$ cat src/rtl/cond_logic_mc.sv
// Conditional-execution unit for the multicycle ARM datapath: holds NZCV, evaluates
// the condition field, gates write requests and keeps saturating fetch/squash counters.
module cond_logic_mc #(
    parameter int CNT_W = 32
) (
    input  logic             clk,
    input  logic             reset,
    input  logic [3:0]       Cond,
    input  logic [3:0]       ALUFlags,
    input  logic [1:0]       FlagW,
    input  logic             PCS,
    input  logic             NextPC,
    input  logic             RegW,
    input  logic             MemW,
    input  logic             NoWrite,
    output logic             PCWrite,
    output logic             RegWrite,
    output logic             MemWrite,
    output logic [3:0]       Flags,
    output logic             CondEx,
    output logic [CNT_W-1:0] fetch_cnt,
    output logic [CNT_W-1:0] squash_cnt
);

    localparam logic [CNT_W-1:0] CNT_MAX = '1;

    logic n, z, c, v;
    logic cond_ex_reg;
    logic squash_pend;
    logic blocked;
    logic squash_now;

    assign {n, z, c, v} = Flags;

    always_comb begin
        case (Cond)
            4'h0:    CondEx = z;
            4'h1:    CondEx = ~z;
            4'h2:    CondEx = c;
            4'h3:    CondEx = ~c;
            4'h4:    CondEx = n;
            4'h5:    CondEx = ~n;
            4'h6:    CondEx = v;
            4'h7:    CondEx = ~v;
            4'h8:    CondEx = c & ~z;
            4'h9:    CondEx = ~c | z;
            4'hA:    CondEx = (n == v);
            4'hB:    CondEx = (n != v);
            4'hC:    CondEx = ~z & (n == v);
            4'hD:    CondEx = z | (n != v);
            4'hE:    CondEx = 1'b1;
            default: CondEx = 1'b0;
        endcase
    end

    // Write-back strobes use the condition latched a cycle earlier, so a flag
    // update made in the execute cycle cannot retroactively cancel them.
    assign PCWrite  = NextPC | (PCS & cond_ex_reg);
    assign RegWrite = RegW & cond_ex_reg & ~NoWrite;
    assign MemWrite = MemW & cond_ex_reg;

    assign blocked = (|FlagW & ~CondEx)
                   | (RegW & ~NoWrite & ~cond_ex_reg)
                   | (MemW & ~cond_ex_reg)
                   | (PCS & ~cond_ex_reg);

    assign squash_now = squash_pend | blocked;

    // NOTE: state uses non-blocking assignments and an async reset; the N,Z and
    // C,V halves are written independently so neither disturbs the other.
    always_ff @(posedge clk or negedge reset) begin
        if (!reset) begin
            Flags       <= 4'b0000;
            cond_ex_reg <= 1'b0;
        end else begin
            cond_ex_reg <= CondEx;
            if (FlagW[1] && CondEx) Flags[3:2] <= ALUFlags[3:2];
            if (FlagW[0] && CondEx) Flags[1:0] <= ALUFlags[1:0];
        end
    end

    // A blocked request in the NextPC cycle is charged to the instruction that is closing.
    always_ff @(posedge clk or negedge reset) begin
        if (!reset) begin
            squash_pend <= 1'b0;
            fetch_cnt   <= '0;
            squash_cnt  <= '0;
        end else if (NextPC) begin
            squash_pend <= 1'b0;
            if (fetch_cnt != CNT_MAX) fetch_cnt <= fetch_cnt + 1'b1;
            if (squash_now && (squash_cnt != CNT_MAX)) squash_cnt <= squash_cnt + 1'b1;
        end else begin
            squash_pend <= squash_now;
        end
    end

endmodule

$ cat config.mk
export PLATFORM = sky130hd
export DESIGN_NAME = cond_logic_mc
export DESIGN_NICKNAME = d
export VERILOG_FILES = /design/src/rtl/cond_logic_mc.sv
export SDC_FILE = /design/constraint.sdc
export NUM_CORES = 1
export LEC_CHECK = 0
export CORE_ASPECT_RATIO = 0.6
export CORE_MARGIN = 8
export CORE_UTILIZATION = 40
export CTS_CLUSTER_DIAMETER = 40
export DETAILED_ROUTE_END_ITERATION = 8
export PLACE_DENSITY_LB_ADDON = 0.08
export SYNTH_ARGS = -nofsm -noshare
export SYNTH_HDL_FRONTEND = slang
export SYNTH_SLANG_ARGS = --single-unit
$ cat constraint.sdc
create_clock -name clk -period 2.35 [get_ports clk]
set_input_delay 0.47 -clock clk [delete_from_list [all_inputs] [get_ports clk]]
set_output_delay 0.47 -clock clk [all_outputs]
set_load 0.02 [all_outputs]
==> results.py <==
metrics = {
    "outcome": {
        "status": "finished with violations",
        "violations": "setup timing",
    },
    "route": {
        "ant_nets": 0,
        "wirelength_um": 9771,
        "drt-initial-drc-count": 168,
        "drt_pass1_iterations": 4,
        "vias": 3026,
        "viasPerCell": 4.985,
        "drc": 0,
        "avgRoutedWirePerCell_um": 16.10,
    },
    "power": {
        "combPwrFrac": 0.335,
        "power_density_nw_per_um2": 784.4,
        "clock_power_share": 0.292,
        "p_sw_frac": 0.3289,
        "p_leak_nw": 2.264,
        "total_power_w": 0.004158,
        "p_int_w": 0.002791,
        "p_seq_frac": 0.372,
        "switchingPower_w": 0.001368,
        "worst_ir_drop_vdd_mv": 0.4016,
    },
    "clock_tree": {
        "clkLatencyLatePin_ns": 0.33,
        "cts_max_level": 3,
        "cts_buffer_depth": 2,
        "clk_pin_slew_worst_paths_ns": 0.06,
        "cts_root_buffer": "clkbuf_16",
        "clock_sinks": 70,
        "cts_tree": "built",
        "cts_inserted_buffers": 9,
    },
    "worst_setup_path": {
        "reg2reg_to": "squash_cnt[17]",
        "required_ns": 2.57,
        "worstPathCellList": "nand2_2, or4_4, or4_4, and3b_2, a21o_4, nor3b_4, xor2_1",
        "worstSetupPathType": "reg -> reg",
        "cp.arrival_ns": 2.59,
        "r2r_slack_ns": -0.02,
        "endpoint_kind": "flop",
        "ff2ff_path_depth": 7,
        "crit_fanout": 8,
        "worst_path_max_delay_cell": "or4_4",
        "slowest_delay_ns": 0.55,
        "critPathMostFrequentCell": "or4_4",
        "critPathLaunchType": "flop",
        "r2r_start": "squash_cnt[26]",
    },
    "placed_design": {
        "gp_congestion": 0.8297,
        "dpl-instance-area_um2": 4927,
        "hpwl_um": 7074,
        "io_buffers": 88,
    },
    "logic_synthesis": {
        "synth.area.top_cells": "dfrtp_1 50%, xnor2_1 13%, nand2_1 4.0%",
        "synth.avg_cell_area_um2": 10.38,
        "syn_inst": 337,
        "netlist_top_cells_count": "70 x dfrtp_1, 52 x xnor2_1, 37 x nand2_1",
        "yosysTopAreaCell": "dfrtp_1",
        "synth_edf_count": 0,
        "synth-seq-cells": 70,
        "mappedNetlistNets": 356,
        "netlist.area_leader.share": 0.5009,
        "yosys_warnings": 0,
        "yosysSeqAreaShare": 0.5009,
        "synth.distinct_cells": 46,
        "syn_area_um2": 3497,
        "synth-main-ff-cell": "dfrtp_1",
        "synth_most_common_cell": "dfrtp_1",
        "synthArstFlopShare": 1.000,
    },
    "layout": {
        "final_util": 0.6244,
        "area_growth_pct": 51.59,
        "drive_above_1_share": 0.2263,
        "design_area_um2": 5301,
        "diodes": 0,
        "largestRegisters": "fetch_cnt (32), squash_cnt (32), Flags (4)",
        "fin_nets": 509,
    },
    "global_route": {
        "antenna_found_initial": 0,
        "grt_pass1_wl_um": 15510,
        "grt_pass1_vias": 3021,
        "gr-usage-all-layers": 0.1643,
        "overflow": 0,
        "grt_max_degree": 71,
    },
    "sta": {
        "whs_ns": 0.1242,
        "slew-limit-headroom": 0.6600,
        "fmax_mhz": 421.2,
        "fin_crit_sh": 1.010,
        "rsz0062_at_grt": "true",
        "finalWorstSetupSlack_ns": -0.02404,
        "layout_min_cycle_time_ns": 2.374,
        "setup_violations": 2,
        "fin_skew_ns": 0.01008,
        "hold_viol_final": 0,
        "tightest_slew_ns": 0.5047,
        "slew_viol_final": 0,
    },
    "hold_path": {
        "holdCritPathClass": "in -> async",
    },
    "floorplan": {
        "die_h_um": 88.43,
        "die_width_um": 136.7,
        "die_area_um2": 12090,
        "start_util": 0.4119,
        "core_area_um2": 8491,
        "ioPinCount": 89,
        "row_count": 26,
    },
    "run": {
        "cap_violations": 0,
    },
}
[cells by family after synthesis]
family	synth area share
fa+ha+maj	0.007154
simple gates	0.2422
flops	0.5009
mux	0.02218
buf+inv	0.01395
xor+xnor	0.1578
compound gates	0.05581
[critical path: cells and delay by family, from the launching register on]
family | cells | cell delay, ns
simple gates | 5 | 1.50
flops | 1 | 0.37
compound gates | 1 | 0.25
xor+xnor | 1 | 0.14
[worst max path at each step]
stage	startpoint	to	slack, ns
after floorplan	squash_cnt[25]	squash_cnt[15]	-0.004
after global placement	Cond[3]	CondEx	-0.63
after detailed placement	Cond[3]	CondEx	-0.62
after CTS	squash_cnt[26]	squash_cnt[17]	-0.01
after global routing	squash_cnt[27]	squash_cnt[17]	-0.07
final	squash_cnt[26]	squash_cnt[17]	-0.02
[through the flow]
step	setup slack, ns	setup TNS, ns	instances
2_1_floorplan	-0.004026	-0.004026	337
3_3_place_gp	-0.6273	-13.58	587
3_5_place_dp	-0.6234	-14.07	587
4_1_cts	-0.01003	-0.01003	603
5_1_grt	-0.06765	-0.3043	607
6_report	-0.02404	-0.03172	607
[power groups by stage]
stage / logic [W] / registers, W / clock network, W
finish: 0.00139 / 0.00155 / 0.00122
global route: 0.00150 / 0.00158 / 0.00129
CTS: 0.00134 / 0.00155 / 0.00125
detailed placement: 0.00133 / 0.00157 / 0
global placement: 0.00132 / 0.00157 / 0
floorplan: 0.000466 / 0.00176 / 0
[layout by cell type (no fill, tap or decap), types with 3 or more instances in the layout]
cell and count:
a21o_1 3, a21o_2 3, a21oi_1 4, and3_1 7
and4_1 3, buf_4 55, clkbuf_16 9, clkdlybuf4s50_1 81
clkinv_2 5, dfrtp_1 62, dfrtp_2 8, dlygate4sd2_1 4
inv_1 7, mux2_2 6, nand2_1 35, nand2b_1 3
nand3_1 24, nand4_1 20, nor2_1 19, nor2b_1 4
nor3_1 11, nor4_1 3, o21ai_0 5, xnor2_1 50
xor2_1 11
[cell type report]
| class | count | area (um2) |
|---|---|---|
| Clock inverter | 7 | 41.29 |
| Fill cell | 710 | 3189 |
| Sequential cell | 70 | 1762 |
| Tap cell | 112 | 140.1 |
| Clock buffer | 9 | 225.2 |
| Multi-Input combinational cell | 258 | 1799 |
| Timing Repair Buffer | 144 | 1308 |
| Inverter | 7 | 26.28 |
[metal layers]
layer / part of all wire / track usage / up-vias
li1: - / - / 1511
met1: 0.51 / 0.2285 / 1442
met2: 0.40 / 0.2273 / 64
met3: 0.080 / 0.06689 / 9
met4: 0.0078 / 0.04757 / 0
met5: 0 / 0 / -
[what timing repair did]
action	4_1_cts	5_1_grt
pin swaps	5	7
cloned	0	2
hold buffers	0	0
setup endpoints to repair	23	35
endpoints found under the hold margin	0	0
buffers inserted	0	2
gates resized for setup	12	18
Power figures use the tool's default switching activity.
